[config.mk]
export PLATFORM = sky130hd
export DESIGN_NAME = usrt_tx_ctrl
export DESIGN_NICKNAME = d
export VERILOG_FILES = /design/src/rtl/usrt_pkg.sv /design/src/rtl/usrt_tx_fifo.sv /design/src/rtl/usrt_tx_ctrl.sv
export SDC_FILE = /design/constraint.sdc
export NUM_CORES = 1
export LEC_CHECK = 0
export CAP_MARGIN = 20
export CORE_MARGIN = 4
export CORE_UTILIZATION = 40
export CTS_CLUSTER_SIZE = 12
export DETAILED_ROUTE_END_ITERATION = 8
export GPL_TIMING_DRIVEN = 0
export PLACE_DENSITY = 0.66
export SETUP_SLACK_MARGIN = 0.4
export SKIP_CTS_REPAIR_TIMING = 1
export SYNTH_ARGS = -nofsm -noshare
export SYNTH_HDL_FRONTEND = slang
export SYNTH_SLANG_ARGS = --single-unit
[constraint.sdc]
create_clock -name i_Pclk -period 1.96 [get_ports i_Pclk]
set_input_delay 0.196 -clock i_Pclk [delete_from_list [all_inputs] [get_ports i_Pclk]]
set_output_delay 0.196 -clock i_Pclk [all_outputs]
set_load 0.01 [all_outputs]
[src/rtl/usrt_pkg.sv]
// -----------------------------------------------------------------------------
// usrt_pkg
// Shared definitions for the USRT transmit path:
//   - parity_e   : line encodings of i_Parity (01 even, 10 odd, anything else none)
//   - state_e    : transmit FSM states
//   - tx_entry_t : one queued byte with its parity mode
//   - decode_parity / parity_bit : helpers for the framing logic
// -----------------------------------------------------------------------------
package usrt_pkg;

   localparam int DATA_BITS = 8;

   typedef enum logic [1:0] {
      PAR_NONE = 2'b00,
      PAR_EVEN = 2'b01,
      PAR_ODD  = 2'b10
   } parity_e;

   typedef enum logic [2:0] {
      ST_IDLE,
      ST_START,
      ST_DATA,
      ST_PARITY,
      ST_STOP
   } state_e;

   typedef struct packed {
      logic [1:0]           parity;
      logic [DATA_BITS-1:0] data;
   } tx_entry_t;

   // 2'b11 is deliberately folded into "none" along with 2'b00.
   function automatic parity_e decode_parity(input logic [1:0] code);
      case (code)
         2'b01:   return PAR_EVEN;
         2'b10:   return PAR_ODD;
         default: return PAR_NONE;
      endcase
   endfunction

   // Even mode: bit makes the total count of ones even (XOR of data).
   // Odd mode: inverted. The result is ignored when mode is none.
   function automatic logic parity_bit(input logic [DATA_BITS-1:0] data,
                                       input parity_e              mode);
      return (mode == PAR_ODD) ? ~(^data) : (^data);
   endfunction

endpackage

[src/rtl/usrt_tx_fifo.sv]
// -----------------------------------------------------------------------------
// usrt_tx_fifo
// Synchronous FIFO holding queued transmit bytes with their parity mode.
// Only instantiated when USRT_TX_FIFO_EN is defined.
// Ports:
//   clk    in   system clock, posedge
//   rst    in   asynchronous reset, active-high; flushes the FIFO
//   push   in   write request; ignored while full
//   wdata  in   entry to write
//   pop    in   read request; ignored while empty
//   rdata  out  head entry (first-word fall-through, valid while !empty)
//   full   out  DEPTH entries held
//   empty  out  no entries held
//   level  out  occupancy, 0..DEPTH
// DEPTH must be a power of two >= 2 so the pointers wrap naturally.
// -----------------------------------------------------------------------------
module usrt_tx_fifo
   import usrt_pkg::*;
#(
   parameter int DEPTH = 4
) (
   input  logic                   clk,
   input  logic                   rst,
   input  logic                   push,
   input  tx_entry_t              wdata,
   input  logic                   pop,
   output tx_entry_t              rdata,
   output logic                   full,
   output logic                   empty,
   output logic [$clog2(DEPTH):0] level
);

   localparam int AW = $clog2(DEPTH);
   localparam int LW = AW + 1;

   tx_entry_t     mem_q [DEPTH];
   logic [AW-1:0] wr_ptr_q, wr_ptr_d;
   logic [AW-1:0] rd_ptr_q, rd_ptr_d;
   logic [LW-1:0] level_q, level_d;
   logic          do_push, do_pop;

   assign full    = (level_q == LW'(DEPTH));
   assign empty   = (level_q == '0);
   assign do_push = push & ~full;
   assign do_pop  = pop & ~empty;
   assign rdata   = mem_q[rd_ptr_q];
   assign level   = level_q;

   // NOTE: every signal assigned here gets its default first, so no path can infer a latch.
   always_comb begin
      wr_ptr_d = wr_ptr_q;
      rd_ptr_d = rd_ptr_q;
      level_d  = level_q;
      if (do_push) wr_ptr_d = wr_ptr_q + AW'(1);
      if (do_pop)  rd_ptr_d = rd_ptr_q + AW'(1);
      case ({do_push, do_pop})
         2'b10:   level_d = level_q + LW'(1);
         2'b01:   level_d = level_q - LW'(1);
         default: ;
      endcase
   end

   // NOTE: state registers use non-blocking assignments so every flop samples pre-edge values.
   always_ff @(posedge clk or posedge rst) begin
      if (rst) begin
         wr_ptr_q <= '0;
         rd_ptr_q <= '0;
         level_q  <= '0;
      end else begin
         wr_ptr_q <= wr_ptr_d;
         rd_ptr_q <= rd_ptr_d;
         level_q  <= level_d;
      end
   end

   // NOTE: storage is not reset; pointers and level alone define which entries are valid.
   always_ff @(posedge clk) begin
      if (do_push) mem_q[wr_ptr_q] <= wdata;
   end

endmodule

[src/rtl/usrt_tx_ctrl.sv]
// -----------------------------------------------------------------------------
// usrt_tx_ctrl
// USRT transmit controller. Frames each accepted byte as
//   start(0), 8 data bits LSB-first, optional parity, stop(1)
// and shifts it out on o_Tx with its own serial clock o_Sclk. Each bit lasts
// CLK_DIV i_Pclk cycles; o_Sclk is low for the first half of a bit and high
// for the second, so the far end samples on the rising edge (mid-bit).
// Build option:
//   USRT_TX_FIFO_EN undefined : single holding path, o_Ready only in IDLE,
//                                at least one IDLE cycle between frames.
//   USRT_TX_FIFO_EN defined   : FIFO_DEPTH-entry queue, o_Ready = ~full,
//                                queued frames go out back-to-back.
// Ports:
//   i_Pclk    in   system clock, posedge
//   i_Rst     in   asynchronous reset, active-high
//   i_Data    in   byte to send
//   i_Parity  in   01 even, 10 odd, 00/11 none; taken together with i_Data
//   i_Valid   in   i_Data/i_Parity valid
//   o_Ready   out  byte accepted when i_Valid & o_Ready
//   o_Tx      out  serial data, idles high
//   o_Sclk    out  serial clock, idles high
//   o_Busy    out  frame on the line
//   o_Done    out  one-cycle pulse on the last cycle of the stop bit
//   o_Level   out  FIFO occupancy (0 without USRT_TX_FIFO_EN)
// -----------------------------------------------------------------------------
module usrt_tx_ctrl
   import usrt_pkg::*;
#(
   parameter int CLK_DIV    = 4,
   parameter int FIFO_DEPTH = 4
) (
   input  logic                        i_Pclk,
   input  logic                        i_Rst,
   input  logic [7:0]                  i_Data,
   input  logic [1:0]                  i_Parity,
   input  logic                        i_Valid,
   output logic                        o_Ready,
   output logic                        o_Tx,
   output logic                        o_Sclk,
   output logic                        o_Busy,
   output logic                        o_Done,
   output logic [$clog2(FIFO_DEPTH):0] o_Level
);

   localparam int             DIV_W    = $clog2(CLK_DIV);
   localparam logic [DIV_W-1:0] DIV_LAST = DIV_W'(CLK_DIV - 1);
   localparam logic [DIV_W-1:0] DIV_HALF = DIV_W'(CLK_DIV / 2);
   localparam logic [2:0]       BIT_LAST = 3'(DATA_BITS - 1);

   state_e                 state_q, state_d;
   logic [DIV_W-1:0]       div_q, div_d;
   logic [2:0]             bit_cnt_q, bit_cnt_d;
   logic [DATA_BITS-1:0]   shift_q, shift_d;
   logic                   has_par_q, has_par_d;
   logic                   par_bit_q, par_bit_d;

   // Source of the next frame: either the input port directly or the FIFO head.
   logic                   src_valid;
   tx_entry_t              src_entry;
   logic                   chain_ok;
   logic                   take;
   logic                   bit_end;
   parity_e                src_mode;

`ifdef USRT_TX_FIFO_EN
   tx_entry_t fifo_wdata;
   tx_entry_t fifo_rdata;
   logic      fifo_full;
   logic      fifo_empty;

   assign fifo_wdata = '{parity: i_Parity, data: i_Data};

   usrt_tx_fifo #(
      .DEPTH (FIFO_DEPTH)
   ) u_fifo (
      .clk   (i_Pclk),
      .rst   (i_Rst),
      .push  (i_Valid),
      .wdata (fifo_wdata),
      .pop   (take),
      .rdata (fifo_rdata),
      .full  (fifo_full),
      .empty (fifo_empty),
      .level (o_Level)
   );

   assign o_Ready   = ~fifo_full;
   assign src_valid = ~fifo_empty;
   assign src_entry = fifo_rdata;
   assign chain_ok  = 1'b1;
`else
   assign o_Ready   = (state_q == ST_IDLE);
   assign src_valid = i_Valid;
   assign src_entry = '{parity: i_Parity, data: i_Data};
   assign chain_ok  = 1'b0;
   assign o_Level   = '0;
`endif

   assign bit_end  = (div_q == DIV_LAST);
   assign src_mode = decode_parity(src_entry.parity);

   // A new frame loads from IDLE, or (queued build only) straight out of the
   // last stop-bit cycle so consecutive frames have no gap.
   assign take = src_valid &
                 ((state_q == ST_IDLE) | (chain_ok & (state_q == ST_STOP) & bit_end));

   always_comb begin
      state_d   = state_q;
      div_d     = div_q;
      bit_cnt_d = bit_cnt_q;
      shift_d   = shift_q;
      has_par_d = has_par_q;
      par_bit_d = par_bit_q;

      if (state_q != ST_IDLE) div_d = bit_end ? '0 : div_q + DIV_W'(1);

      case (state_q)
         ST_IDLE: ;
         ST_START: begin
            if (bit_end) begin
               state_d   = ST_DATA;
               bit_cnt_d = '0;
            end
         end
         ST_DATA: begin
            if (bit_end) begin
               shift_d = shift_q >> 1;
               if (bit_cnt_q == BIT_LAST) state_d = has_par_q ? ST_PARITY : ST_STOP;
               else                       bit_cnt_d = bit_cnt_q + 3'd1;
            end
         end
         ST_PARITY: begin
            if (bit_end) state_d = ST_STOP;
         end
         ST_STOP: begin
            if (bit_end) state_d = ST_IDLE;
         end
         default: state_d = ST_IDLE;
      endcase

      // Byte and mode are captured here so later input changes cannot
      // disturb the frame in flight.
      if (take) begin
         state_d   = ST_START;
         div_d     = '0;
         shift_d   = src_entry.data;
         has_par_d = (src_mode != PAR_NONE);
         par_bit_d = parity_bit(src_entry.data, src_mode);
      end
   end

   always_ff @(posedge i_Pclk or posedge i_Rst) begin
      if (i_Rst) begin
         state_q   <= ST_IDLE;
         div_q     <= '0;
         bit_cnt_q <= '0;
         shift_q   <= '0;
         has_par_q <= 1'b0;
         par_bit_q <= 1'b0;
      end else begin
         state_q   <= state_d;
         div_q     <= div_d;
         bit_cnt_q <= bit_cnt_d;
         shift_q   <= shift_d;
         has_par_q <= has_par_d;
         par_bit_q <= par_bit_d;
      end
   end

   // Outputs decode registered state only, so o_Tx moves solely at bit boundaries.
   always_comb begin
      case (state_q)
         ST_START:  o_Tx = 1'b0;
         ST_DATA:   o_Tx = shift_q[0];
         ST_PARITY: o_Tx = par_bit_q;
         default:   o_Tx = 1'b1;
      endcase
   end

   assign o_Sclk = (state_q == ST_IDLE) | (div_q >= DIV_HALF);
   assign o_Busy = (state_q != ST_IDLE);
   assign o_Done = (state_q == ST_STOP) & bit_end;

endmodule

==> metrics.md <==
| Metric | Value |
|---|---|
| Syn Std Cell Area | about 0.0011 sq mm |
| Final clock skew | ~0.0027 ns |
| HP Class | in2async |
| Core Region | about 0.0025 sq mm |
| Min Tclk post-route | between 1.5 and 2 ns |
| Die area | 0.00358 sq mm |
| Post-synthesis mux area share | 4.08% |
| Max Transition Viols Final | 0 |
| Met3 Track Usage GR | about 4.5% |
| Largest net degree at the start of global routing | 19 |
| # DRC | 0 |
| Max-slew headroom | between 50% and 60% |
| Worst Path Required | 2.16 ns |
| Fmax | around 570 MHz |
| Grt total ovfl | 0 |
| Most frequent cells in the layout | 18 x dfrtp_1, 15 x nand2_1, 12 x clkdlybuf4s50_1, 11 x buf_4, 8 x nor2_1 |
| DR pass1 iterations | 4 |
| Run status | complete, no violations |
| TritonCTS buffer count | 3 |
| Final WL | between 2 and 2.5 mm |
| GR Layer Usage met1 | between 10% and 20% |
| GPL Wtd Cong | 0.790 |
| Area Growth Syn to Fin | 37.9% |
| Syn avg cell area | 9.34 sq um |
| Final Cycle Share | 89.4% |
| Fin. Hold Viols | 0 |
| DRT iter0 DRCs | 21 |
| Vias per inst | 5.01 |
| Die Height | ~60 um |
| IO Count | 21 |
| Post-synth cell types | 35 |
| Number of synthesized flops with an enable pin | 0 |
| CTS max path bufs | 2 |
| CTS root buf | clkbuf_4 |
| Final net count | roughly 170 |
| Setup TNS | 0 ns |
| Final instance area | approximately 0.0015 sq mm |
| Max VDD drop | approximately 0.8 mV |
| Maxcap violations | 0 |
| Initial Util | between 40 and 50% |
| Site Rows | 18 |
| Clock Sinks | 18 |
| CTS tree | yes |
| YS warnings | 0 |
| CP max FO | 3 |
| Async SR Flop Fraction | 100% |
| Synth Register Bits | 18 |
| Setup violators final | 0 |
| Pwr/cell area | about 1400 mW/mm^2 |
| Crit path DAT | 1.95 ns |
| GR peak layer | met2 |
| # port buffers | 17 |
| Routed Antenna Nets | 0 |
| Post-Syn Instances | roughly 120 |
| Min Hold Slack | approximately 0.29 ns |
| Synth Area in Simple Gates | just under 20% |
| Worst Setup Path Type | reg2reg |
| Post-synthesis xor/xnor area fraction | ~7% |
| Met2 Use GR | around a fifth |
| RSZ-0062 raised after global routing | yes |
| Vias in the first global route | between 700 and 800 |
| Final Non-Filler Cells | about 180 |
| Worst-Skew Late Latency | roughly 0.3 ns |
| Final core occ | between 50% and 60% |
| CP endpoint kind | flip-flop |
| Initial antenna violation count | 0 |
| Synth Area in Adders | under 10% |
| H-tree depth | 1 |
| Element type at the critical path start | flip-flop |
| Clock transition at path regs | between 0.1 and 0.15 ns |
| Sequential area share after synthesis | 42.0% |
| Synth Flop Type | dfrtp_1 |
| Global-route wire length before repair | 3.38 mm |
| Largest family of logic cells by synthesized area | simple AND/OR/NAND/NOR gates |
| Placed Cells | roughly 160 |
| Placed Area | 0.00130 sq mm |
| Die width | ~60 um |
| Commonest non-fill, non-tap cell in the layout | dfrtp_1 |
| Post-DP HPWL | between 1.5 and 2 mm |
| Via Count | roughly 900 |
| Final antenna diode count | 0 |
| Layout cells sized above 1 | between 20% and 30% |
| Synth Area in Compound Gates | 14.6% |
| Pleak | between 0.7 and 0.8 nW |
| Total track usage | roughly an eighth |
| Worst slew pin tran | approximately 0.71 ns |
| WL/cell | between 10 and 15 um |
sequential cells by signal (all words and copies together) (netlist names):
name and cells:
div_q 2, par_bit_q 1, state_q 3, has_par_q 1, shift_q 8, bit_cnt_q 3
worst max-delay path, stage by stage, from the launching register on:
cell	delay, ns
dfrtp_1	0.40
ha_2	0.20
ha_4	0.16
and2_4	0.14
o32a_1	0.29
o22ai_2	0.12
mux2_1	0.33
per-layer routing:
layer / wire length, um / up-vias
met1: 1020 / 415
met4: 29 / 0
li1: - / 447
met5: 0 / -
met2: 1060 / 20
met3: 141 / 4
cell families (layout without fill, tap and decap cells):
group / count (synthesis) / count (layout)
AO/OA/AOI/OAI: 23 / 23
XOR/XNOR: 7 / 7
adder cells (fa/ha/maj): 5 / 5
buffers and inverters: 14 / 44
flip-flops: 18 / 18
multiplexers: 4 / 4
other: 1 / 3
AND/OR/NAND/NOR: 43 / 43
path summary, 6_finish.rpt:
kind,slack (ns),start,cells past startpoint,end
max reg2reg,0.21,bit_cnt_q[1],6,state_q[0]
min in group i_Pclk,0.48,i_Data[2],3,shift_q[2]
min reg2reg,0.53,shift_q[6],2,shift_q[6]
min,0.29,i_Rst,2,par_bit_q
max in group asynchronous,1.23,i_Rst,2,bit_cnt_q[2]
max,0.21,bit_cnt_q[1],6,state_q[0]
metrics by stage:
| stage | worst slack, ns | power, mW |
|---|---|---|
| CTS | -0.111 | 1.82 |
| finish | 0.208 | 2.00 |
| detailed placement | 0.0172 | 1.57 |
| global route | 0.135 | 2.17 |
| floorplan | 0.278 | 1.27 |
| global placement | -0.00856 | 1.54 |
synthesized netlist by cell type, types with 2 or more instances:
master    count  area, sq um
inv_1         6         22.5
or3_1         2         12.5
o22ai_1       2         12.5
buf_4         4         30.0
nand2_1      16         60.1
buf_2         4         20.0
and2_1        2         12.5
dfrtp_1      18          450
xnor2_1       5         43.8
o21ai_0       7         35.0
a31oi_1       5         31.3
mux2_2        2         22.5
nand2b_1      3         18.8
nor2b_1       3         18.8
ha_1          5         62.6
a22o_1        2         17.5
nor2_1       11         41.3
cell type report:
class | count | area, sq um
Fill cell | 229 | 1040
Multi-Input combinational cell | 85 | 619
Sequential cell | 18 | 450
Timing Repair Buffer | 26 | 245
Buffer | 8 | 68.8
Tap cell | 30 | 37.5
Clock buffer | 4 | 36.3
Inverter | 6 | 22.5
report_power, final:
part / switching, mW / internal [mW] / total, mW
registers: 0.101 / 0.534 / 0.636
logic: 0.536 / 0.590 / 1.13
clock network: 0.130 / 0.113 / 0.243
total: 0.767 / 1.24 / 2.00
(Power assumes the default switching activity.)
